`config.mk`:
```
export PLATFORM = sky130hd
export DESIGN_NAME = mux_rr_arbiter
export DESIGN_NICKNAME = d
export VERILOG_FILES = /design/src/rtl/mux_rr_arbiter_pkg.sv /design/src/rtl/mux_rr_arbiter_mux4.sv /design/src/rtl/mux_rr_arbiter_pick.sv /design/src/rtl/mux_rr_arbiter.sv
export SDC_FILE = /design/constraint.sdc
export NUM_CORES = 1
export LEC_CHECK = 0
export ABC_CLOCK_PERIOD_IN_PS = 6300
export BUFFER_PORTS_ARGS = -buffer_cell sky130_fd_sc_hd__buf_2
export CAP_MARGIN = 15
export CORE_UTILIZATION = 55
export CTS_BUF_LIST = sky130_fd_sc_hd__clkbuf_8
export DETAILED_ROUTE_END_ITERATION = 8
export GPL_TIMING_DRIVEN = 0
export PLACE_DENSITY = 0.79
export SYNTH_ARGS = -nofsm -noshare
export SYNTH_HDL_FRONTEND = slang
export SYNTH_HIERARCHICAL = 1
export SYNTH_SLANG_ARGS = --single-unit
```
`constraint.sdc`:
```
create_clock -name clk -period 6.3 [get_ports clk]
set_clock_uncertainty 0.1 [all_clocks]
set_input_delay 1.26 -clock clk [delete_from_list [all_inputs] [get_ports clk]]
set_output_delay 1.26 -clock clk [all_outputs]
set_load 0.05 [all_outputs]
```
`src/rtl/mux_rr_arbiter_pkg.sv`:
```
// Shared definitions for the round-robin arbiter around the 4:1 mux.
// Arbiter state, requester index constants and owner-to-select mapping.
package mux_rr_arbiter_pkg;

  typedef enum logic {
    IDLE  = 1'b0,
    GRANT = 1'b1
  } state_t;

  localparam logic [1:0] REQ_A = 2'd0;
  localparam logic [1:0] REQ_B = 2'd1;
  localparam logic [1:0] REQ_C = 2'd2;
  localparam logic [1:0] REQ_D = 2'd3;

  // Owner index to mux selects {s2,s1}; mux input order matches requester order.
  function automatic logic [1:0] sel_of(input logic [1:0] owner);
    return owner;
  endfunction

  function automatic logic [3:0] onehot_of(input logic [1:0] owner);
    return 4'b0001 << owner;
  endfunction

endpackage

```
`src/rtl/mux_rr_arbiter_mux4.sv`:
```
// Behavioral 4:1 single-bit mux used as the arbiter datapath.
// Select {s2,s1}: 00 -> a, 01 -> b, 10 -> c, 11 -> d.
module mux4
  import mux_rr_arbiter_pkg::*;
(
  input  logic a,
  input  logic b,
  input  logic c,
  input  logic d,
  input  logic s1,
  input  logic s2,
  output logic y
);

  // Pick one data input from the two select bits.
  always_comb begin
    y = 1'b0;
    case ({s2, s1})
      REQ_A:   y = a;
      REQ_B:   y = b;
      REQ_C:   y = c;
      REQ_D:   y = d;
      default: y = 1'b0;
    endcase
  end

endmodule

```
`src/rtl/mux_rr_arbiter_pick.sv`:
```
// Combinational round-robin winner search over four requesters.
// Scans from (last_i+1) mod 4, wrapping; any_o flags that some request exists.
module rr_pick4 (
  input  logic [3:0] req_i,
  input  logic [1:0] last_i,
  output logic [1:0] win_o,
  output logic       any_o
);

  logic [1:0] idx;

  // First asserted request after last_i; last_i itself is examined last.
  always_comb begin
    win_o = '0;
    any_o = 1'b0;
    idx   = '0;
    for (int unsigned k = 1; k <= 4; k++) begin
      idx = last_i + 2'(k);
      if (!any_o && req_i[idx]) begin
        win_o = idx;
        any_o = 1'b1;
      end
    end
  end

endmodule

```
`src/rtl/mux_rr_arbiter.sv`:
```
// Round-robin arbiter sharing one 4:1 mux among four requesters.
// Grants are held for at most MAX_HOLD cycles under contention; the mux output
// is registered with a valid flag. Define MUX_STATS_EN to add per-requester
// saturating grant counters on grant_cnt.
module mux_rr_arbiter
  import mux_rr_arbiter_pkg::*;
#(
  parameter int unsigned MAX_HOLD = 4,
  parameter int unsigned HOLD_W   = 3,
  parameter int unsigned CNT_W    = 8
) (
  input  logic       clk,
  input  logic       rst,
  input  logic [3:0] req,
  input  logic [3:0] din,
  output logic [3:0] gnt,
  output logic       s1,
  output logic       s2,
  output logic       y,
  output logic       y_valid,
  output logic       busy
`ifdef MUX_STATS_EN
  ,
  output logic [4*CNT_W-1:0] grant_cnt
`endif
);

  localparam logic [HOLD_W-1:0] HOLD_LAST = HOLD_W'(MAX_HOLD - 1);

  state_t            state_q, state_d;
  logic [1:0]        owner_q, owner_d;
  logic [1:0]        last_q, last_d;
  logic [HOLD_W-1:0] hold_q, hold_d;
  logic [3:0]        gnt_q, gnt_d;
  logic [1:0]        sel_q, sel_d;
  logic              y_q, y_d;
  logic              yv_q, yv_d;
  logic              busy_q;
  logic              new_grant;
  logic [1:0]        pick_last;
  logic [1:0]        win;
  logic              any_req;
  logic              others;
  logic              mux_y;

  // While granted, search from the current owner so a release rotates onward.
  assign pick_last = (state_q == GRANT) ? owner_q : last_q;
  assign others    = |(req & ~onehot_of(owner_q));

  rr_pick4 u_pick (
    .req_i  (req),
    .last_i (pick_last),
    .win_o  (win),
    .any_o  (any_req)
  );

  mux4 u_mux (
    .a  (din[0]),
    .b  (din[1]),
    .c  (din[2]),
    .d  (din[3]),
    .s1 (sel_q[0]),
    .s2 (sel_q[1]),
    .y  (mux_y)
  );

  // Next-state: grant, hold with bounded burst, release or switch.
  always_comb begin
    state_d   = state_q;
    owner_d   = owner_q;
    last_d    = last_q;
    hold_d    = hold_q;
    new_grant = 1'b0;
    case (state_q)
      IDLE: begin
        if (any_req) begin
          owner_d   = win;
          hold_d    = '0;
          state_d   = GRANT;
          new_grant = 1'b1;
        end
      end
      GRANT: begin
        if (req[owner_q] && (hold_q != HOLD_LAST || !others)) begin
          if (hold_q != HOLD_LAST) hold_d = hold_q + 1'b1;
        end else begin
          last_d = owner_q;
          hold_d = '0;
          if (any_req) begin
            owner_d   = win;
            new_grant = 1'b1;
          end else begin
            state_d = IDLE;
          end
        end
      end
      default: state_d = IDLE;
    endcase
    gnt_d = (state_d == GRANT) ? onehot_of(owner_d) : '0;
    sel_d = (state_d == GRANT) ? sel_of(owner_d) : '0;
    y_d   = (state_q == GRANT) ? mux_y : 1'b0;
    yv_d  = (state_q == GRANT);
  end

  // Arbiter and datapath registers.
  always_ff @(posedge clk) begin
    if (rst) begin
      state_q <= IDLE;
      owner_q <= '0;
      last_q  <= REQ_D;
      hold_q  <= '0;
      gnt_q   <= '0;
      sel_q   <= '0;
      y_q     <= 1'b0;
      yv_q    <= 1'b0;
      busy_q  <= 1'b0;
    end else begin
      state_q <= state_d;
      owner_q <= owner_d;
      last_q  <= last_d;
      hold_q  <= hold_d;
      gnt_q   <= gnt_d;
      sel_q   <= sel_d;
      y_q     <= y_d;
      yv_q    <= yv_d;
      busy_q  <= (state_d == GRANT);
    end
  end

  assign gnt     = gnt_q;
  assign s1      = sel_q[0];
  assign s2      = sel_q[1];
  assign y       = y_q;
  assign y_valid = yv_q;
  assign busy    = busy_q;

`ifdef MUX_STATS_EN
  logic [CNT_W-1:0] cnt_q [4];

  // Count new grants per requester, saturating at all-ones.
  always_ff @(posedge clk) begin
    if (rst) begin
      for (int unsigned i = 0; i < 4; i++) cnt_q[i] <= '0;
    end else if (new_grant && cnt_q[owner_d] != '1) begin
      cnt_q[owner_d] <= cnt_q[owner_d] + 1'b1;
    end
  end

  always_comb begin
    grant_cnt = '0;
    for (int unsigned i = 0; i < 4; i++) grant_cnt[i*CNT_W +: CNT_W] = cnt_q[i];
  end
`else
  // Counter width only shapes hardware in the statistics build.
  if (CNT_W == 0) begin : g_no_stats
  end
`endif

endmodule
```
==> summary.md, run 1 <==
| Metric | Value |
|---|---|
| Worst min path class | reg2reg |
| Run status | finished clean |
| Final estimated routing congestion in global placement | 0.733 |
| Cell total after placement | 128 |
| Total I/O pin count | 19 |
| Number of instances in the synthesized netlist | 94 |
| Endpoint kind of the worst setup timing path | register |
| Floorplan die area | 1820 um^2 |
| Clk sink count | 16 |
| Min Hold Slack | 0.376 ns |
| Number of antenna violations at the first check in global routing | 0 |
| Setup slack on the worst flop-to-flop path | 4.12 ns |
| Net count after synthesis | 106 |
| Worst supply voltage drop on vdd | 0.000162 V |
| Number of DRC violations after detailed routing | 0 |
| First-pass GRT wire length | 3220 um |
| Total core area | 1520 um^2 |
| Hold buffer count at cts | 0 |
| Clock-pin slew of the registers on the worst-case setup and hold paths | 0.06 ns |
| Flop pwr share | 38.6% |
| Worst setup margin | 3.38 ns |
| Worst endpoint required time | 6.39 ns |
| CTS tree | done |
| Number of placement rows | 14 |
| Worst Reg2Reg Path Length in Cells | 7 |
| Number of fill cells | 129 |
| Setup repair after global routing missed its margin | no |
| Final core area utilization | 70.4% |
| Cell type with the highest aggregate area in the netlist | dfxtp_1 |
| DRT Wirelength | 1900 um |
| Final setup fails | 0 |
| Pin count of the biggest net entering global routing | 11 |
| Starting utilization of the core area | 59.5% |
| Largest fanout on the critical path | 9 |
| 1st-iter DRT viols | 17 |
| Number of distinct standard cells referenced by the synthesized netlist | 36 |
| Data arrival time at the worst-slack endpoint | 3.01 ns |
| CP cell instances | buf_2, or4b_1, o22ai_4, o311ai_4, or4_1, a21oi_1 |
| Asr flop ratio synth | 0% |
| Via total after detailed routing | 797 |
| Relative slew slack | 65.6% |
| Areal power density over the cells | 278 nW/um^2 |
| Area share of the leading cell type in the synthesized netlist | 35.3% |
| Area grow syn2layout | 18.2% |
| Floorplan die width | 42.6 um |
| Post-route ant nets | 0 |
| Leading register cell type out of synthesis | dfxtp_1 |
| Worst Setup SP | req[2] |
| Total global-route track usage | 23.8% |
| Sequential fraction of the synthesis area | 35.3% |
| Setup Crit Path Kind | in2reg |
| Internal | 0.200 mW |
| Maximum buffer depth of the clock tree | 2 |
| Die extent in y | 42.6 um |
| Largest stage delay on the critical path | 0.55 ns |
| Max cap viols | 0 |
| Number of enable flip-flop cells after synthesis | 0 |
| N_diodes | 0 |
| Post-route clock period utilization | 46.4% |
| Post-cts repair resize count | 0 |
| YS warnings | 6 |
| Worst setup timing slack at the placement stage | 3.12 ns |
| Number of buffers inserted by port buffering | 18 |
| Reg2Reg Capture Point | gnt[0] |
| Largest cells by area after synthesis | dfxtp_1 35%, a21oi_1 7.7%, mux4_2 5.0%, or4_1 3.3%, o311ai_4 2.9% |
| H-tree levels | 1 |
| Number of detailed-routing iterations run before antenna repair | 4 |
| Launching point of the worst reg2reg path | busy |
| Min-Delay Path Depth | 2 |
| Vias per cell | 6.04 |
| Crit path time final | 2.92 ns |
| Count of placed standard cells in the final layout, fillers left out | 132 |
| Max Slew Vio Count | 0 |
| Number of CTS-inserted buffers | 3 |
| Fin nets | 129 |
| Root buffer cell | clkbuf_8 |
| Clk pwr share | 31.0% |
| Leakage | 0.435 nW |
| Post-synthesis sequential element count | 16 |
| Total count of hold-check failures in the final report | 0 |
| Remaining global-route overflow | 0 |
| Buffers inserted during post-CTS setup optimization | 0 |
| Routed len/inst | 14.4 um |
| Final total negative setup slack | 0 ns |
| Net Sw Frac | 33.0% |
| Hpwl dp | 1330 um |
| Netlist area before placement | 907 um^2 |
| Mean instance size in the synthesized netlist | 9.65 um^2 |
| Crit path to | hold_q[0] |
| Max Clk Rate | 0.342 GHz |
| Tightest Pin Transition | 0.514 ns |
| Clock latency on the worst-skew pair | 0.25 ns |
| Power share of the combinational group | 30.4% |
| Layout cell share with drive strength beyond 1 | 31.0% |
| Slowest cell on the critical path | or4b_1 |
| Kind of start point of the critical path | input pin |
| Via count of the first global-routing pass | 732 |
| Power spent charging and discharging nets | 0.0984 mW |
sequential cells by signal (all words and copies together), names as in the netlist:
| register | cells |
|---|---|
| gnt | 4 |
| hold_q | 3 |
| last_q | 2 |
| owner_q | 2 |
| sel_q | 2 |
| busy | 1 |
| y | 1 |
| y_valid | 1 |
cell usage in the layout (no fill, tap or decap), drive strengths merged:
master	n
mux2i	1
o32ai	1
o21ai	5
dfxtp	16
inv	5
and2b	1
mux2	3
a21oi	15
clkbuf	4
nor2	5
or3b	1
nor2b	2
nand4	2
ha	2
or4b	1
nand2b	3
nand3	3
buf	21
a31oi	1
o2111a	1
o221ai	1
o311a	1
nand4b	2
and2	1
o22ai	1
nand2	4
o311ai	1
nand3b	2
a211o	2
or3	1
or4	4
mux4	2
dlygate4sd3	1
worst max-delay path, delay by kind of cell:
family                 cells  cell delay (ns)
AO/OA/AOI/OAI              3             0.54
AND/OR/NAND/NOR            2             1.08
buffers and inverters      1             0.13
layer usage:
layer / global-route usage, % / vias up / part of all wire (%)
met5: 0 / - / 0
met4: 13.1 / 0 / 2.2
met3: 3.88 / 5 / 3.8
met2: 36.9 / 19 / 49
met1: 31.3 / 374 / 45
li1: - / 399 / -
worst min path at each step:
stage,from,end
global route,hold_q[1],hold_q[1]
floorplan,hold_q[1],hold_q[1]
CTS,hold_q[2],hold_q[2]
global placement,hold_q[2],hold_q[2]
finish,hold_q[2],hold_q[2]
detailed placement,hold_q[2],hold_q[2]
power groups by stage:
| stage | logic (mW) | registers, mW | clock network [mW] |
|---|---|---|---|
| floorplan | 0.0494 | 0.137 | 0 |
| global placement | 0.0874 | 0.117 | 0 |
| global route | 0.0975 | 0.116 | 0.0985 |
| CTS | 0.0907 | 0.115 | 0.0925 |
| detailed placement | 0.0896 | 0.117 | 0 |
| finish | 0.0908 | 0.115 | 0.0926 |
metrics by stage:
step | total power, mW | area [um^2]
finish | 0.299 | 1070
global route | 0.312 | 1070
CTS | 0.298 | 1070
detailed placement | 0.207 | 1020
global placement | 0.204 | 1020
floorplan | 0.187 | 907
logic make-up (layout without fill, tap and decap cells):
group / count (synthesis) / count (layout) / share of synthesized area [%]
multiplexers: 6 / 6 / 9.79
buffers and inverters: 9 / 31 / 6.07
AND/OR/NAND/NOR: 32 / 32 / 21.8
adder cells (fa/ha/maj): 2 / 2 / 2.76
flip-flops: 16 / 16 / 35.3
AO/OA/AOI/OAI: 29 / 29 / 24.3
Yosys cell counts, drive strengths merged (2+ instances only):
master,instances
a211o,2
a21oi,15
nand3,3
nand4b,2
nand4,2
nor2b,2
inv,5
buf,3
mux2,3
dfxtp,16
mux4,2
ha,2
nand2b,3
nand2,4
nand3b,2
or4,4
o21ai,5
nor2,5
cell type report:
type | instances | area (um^2) | area share (%)
multi-input cells | 69 | 532 | 49.6
flip-flops and latches | 16 | 320 | 29.9
repair buffers | 18 | 90.1 | 8.40
clock buffers | 4 | 55.1 | 5.13
plain buffers | 4 | 36.3 | 3.38
well taps | 16 | 20.0 | 1.87
inverters | 5 | 18.8 | 1.75
No activity file was read; power rests on OpenSTA's default activity.
==> run 2, diff against run 1 <==
--- a/config.mk
+++ b/config.mk
@@ -5,14 +5,14 @@
 export SDC_FILE = /design/constraint.sdc
 export NUM_CORES = 1
 export LEC_CHECK = 0
-export ABC_CLOCK_PERIOD_IN_PS = 6300
+export ABC_CLOCK_PERIOD_IN_PS = 2400
 export BUFFER_PORTS_ARGS = -buffer_cell sky130_fd_sc_hd__buf_2
 export CAP_MARGIN = 15
-export CORE_UTILIZATION = 55
+export CORE_UTILIZATION = 50
 export CTS_BUF_LIST = sky130_fd_sc_hd__clkbuf_8
 export DETAILED_ROUTE_END_ITERATION = 8
 export GPL_TIMING_DRIVEN = 0
-export PLACE_DENSITY = 0.79
+export PLACE_DENSITY = 0.76
 export SYNTH_ARGS = -nofsm -noshare
 export SYNTH_HDL_FRONTEND = slang
 export SYNTH_HIERARCHICAL = 1
==> constraint.sdc (replaced) <==
create_clock -name clk -period 2.4 [get_ports clk]
set_clock_uncertainty 0.1 [all_clocks]
set_input_delay 0.48 -clock clk [delete_from_list [all_inputs] [get_ports clk]]
set_output_delay 0.48 -clock clk [all_outputs]
set_load 0.05 [all_outputs]
==> summary.md, run 2 (synthesis gave the netlist of run 1 again) <==
| Metric | Value |
|---|---|
| Clock latency on the worst-skew pair | 0.26 ns (about the same) |
| Routed len/inst | 13.3 um (-7.7%) |
| First-pass GRT wire length | 3150 um (-2.1%) |
| Largest fanout on the critical path | 9 (unchanged) |
| Worst supply voltage drop on vdd | 0.000463 V (+190%) |
| Clk sink count | 16 (unchanged) |
| Max reg flops | 4 (unchanged) |
| Number of placement rows | 15 (+1) |
| Clock-pin slew of the registers on the worst-case setup and hold paths | 0.06 ns (about the same) |
| Setup repair after global routing missed its margin | no |
| Number of antenna violations at the first check in global routing | 0 (unchanged) |
| Total core area | 1710 um^2 (+12%) |
| Min-Delay Path Depth | 2 (unchanged) |
| Setup Crit Path Kind | reg2reg |
| Vias per cell | 5.67 (-6.1%) |
| Relative slew slack | 62.0% (-3.6 points) |
| Number of DRC violations after detailed routing | 0 (unchanged) |
| Final core area utilization | 63.4% (-6.9 points) |
| Total I/O pin count | 19 (unchanged) |
| Max cap viols | 0 (unchanged) |
| Data arrival time at the worst-slack endpoint | 2.27 ns (-0.74 ns) |
| Crit path time final | 2.18 ns |
| DRT Wirelength | 1880 um (-1.4%) |
| Fin nets | 129 (unchanged) |
| Cell total after placement | 137 (+7.0%) |
| Tightest Pin Transition | 0.568 ns (+0.0538 ns) |
| Die extent in y | 44.6 um (+4.7%) |
| N_diodes | 0 (unchanged) |
| Pin count of the biggest net entering global routing | 11 (unchanged) |
| Worst Reg2Reg Path Length in Cells | 7 (unchanged) |
| Endpoint kind of the worst setup timing path | register |
| Crit path buffers/inverters | 1 (unchanged) |
| Number of buffers inserted by port buffering | 18 (unchanged) |
| Number of detailed-routing iterations run before antenna repair | 5 (+1) |
| Buffers inserted during post-CTS setup optimization | 0 (unchanged) |
| Root buffer cell | clkbuf_8 |
| Hpwl dp | 1360 um (+2.7%) |
| Maximum buffer depth of the clock tree | 2 (unchanged) |
| Most common cell after layout, fill and taps aside | buf_2 |
| Leakage | 0.435 nW (unchanged) |
| Setup slack on the worst flop-to-flop path | 0.22 ns (-3.90 ns) |
| CP cell instances | buf_6, mux2_2, nand2b_1, a21oi_2, o221ai_2, or4_1, a21oi_1 |
| Crit-path leading delay family | simple AND/OR/NAND/NOR gates |
| Number of CTS-inserted buffers | 3 (unchanged) |
| Total count of hold-check failures in the final report | 0 (unchanged) |
| Areal power density over the cells | 723 nW/um^2 (+160%) |
| Final estimated routing congestion in global placement | 0.800 (+9.2%) |
| Area grow syn2layout | 19.4% |
| Max Slew Vio Count | 0 (unchanged) |
| Min Hold Slack | 0.364 ns (-0.0124 ns) |
| Top library cells by usage in the layout, fill and taps aside | 18 x buf_2, 16 x dfxtp_1, 14 x a21oi_1 |
| Starting utilization of the core area | 53.1% (-6.4 points) |
| Floorplan die width | 44.6 um (+4.7%) |
| Slowest cell on the critical path | or4_1 |
| Hold buffer count at cts | 0 (unchanged) |
| H-tree levels | 1 (unchanged) |
| Total global-route track usage | 21.7% (-2.0 points) |
| Layout cell share with drive strength beyond 1 | 31.0% (unchanged) |
| Via total after detailed routing | 799 (+0.25%) |
| Post-route ant nets | 0 (unchanged) |
| Post-cts repair resize count | 0 (unchanged) |
| Run status | finished clean |
| Floorplan die area | 1990 um^2 (+9.5%) |
| Count of placed standard cells in the final layout, fillers left out | 141 (+6.8%) |
| 1st-iter DRT viols | 24 (+7) |
| Worst endpoint required time | 2.49 ns (-3.90 ns) |
| Final design area excluding fillers | 1080 um^2 (+1.1%) |
| Final setup fails | 0 (unchanged) |
| Worst min path class | in2reg |
| Post-route clock period utilization | 90.9% |
| Largest stage delay on the critical path | 0.49 ns (-0.06 ns) |
| Critical Path Stages | 7 (+1) |
| Final total negative setup slack | 0 ns (unchanged) |
| Cell Area, Placed | 1030 um^2 (+1.1%) |
| Via count of the first global-routing pass | 703 (-4.0%) |
| Remaining global-route overflow | 0 (unchanged) |
| Kind of start point of the critical path | register |
| CTS tree | done |
| Max Clk Rate | 0.459 GHz |
## run 2: cell counts in the layout (fill, tap and decap cells not counted)
Identical to the previous run, type by type.
## run 2: metrics by stage
stage | power (mW) | worst slack [ns]
floorplan | 0.491 | 0.00728
global placement | 0.537 | 0.0316
detailed placement | 0.544 | -0.0193
CTS | 0.786 | 0.221
global route | 0.821 | 0.108
finish | 0.783 | 0.219
## run 2: cell type report
cell class	instances	area [um^2]
tap	25	31.3
fill	149	624
sequential	16	320
clock buffer	4	55.1
timing repair buffer	18	90.1
buffer	4	36.3
multi-input combinational	69	532
inverter	5	18.8
## run 2: final timing paths
kind                             endpoint       from
worst max-delay path               gnt[0]       busy
worst max register to register     gnt[0]       busy
worst min-delay path            hold_q[0]        rst
worst min register to register  hold_q[2]  hold_q[2]
## run 2: routing by layer
metal,share of wire [%],track usage [%]
met1,45,28.4
met2,47,33.2
met3,6.0,4.90
met4,2.5,11.5
met5,0,0
## run 2: power breakdown
part           internal (mW)  leakage, nW  total [mW]  switching, mW
clock                  0.146       0.0288       0.243         0.0967
sequential             0.291        0.132       0.301         0.0102
combinational         0.0881        0.275       0.239          0.151
total                  0.525        0.435       0.783          0.258
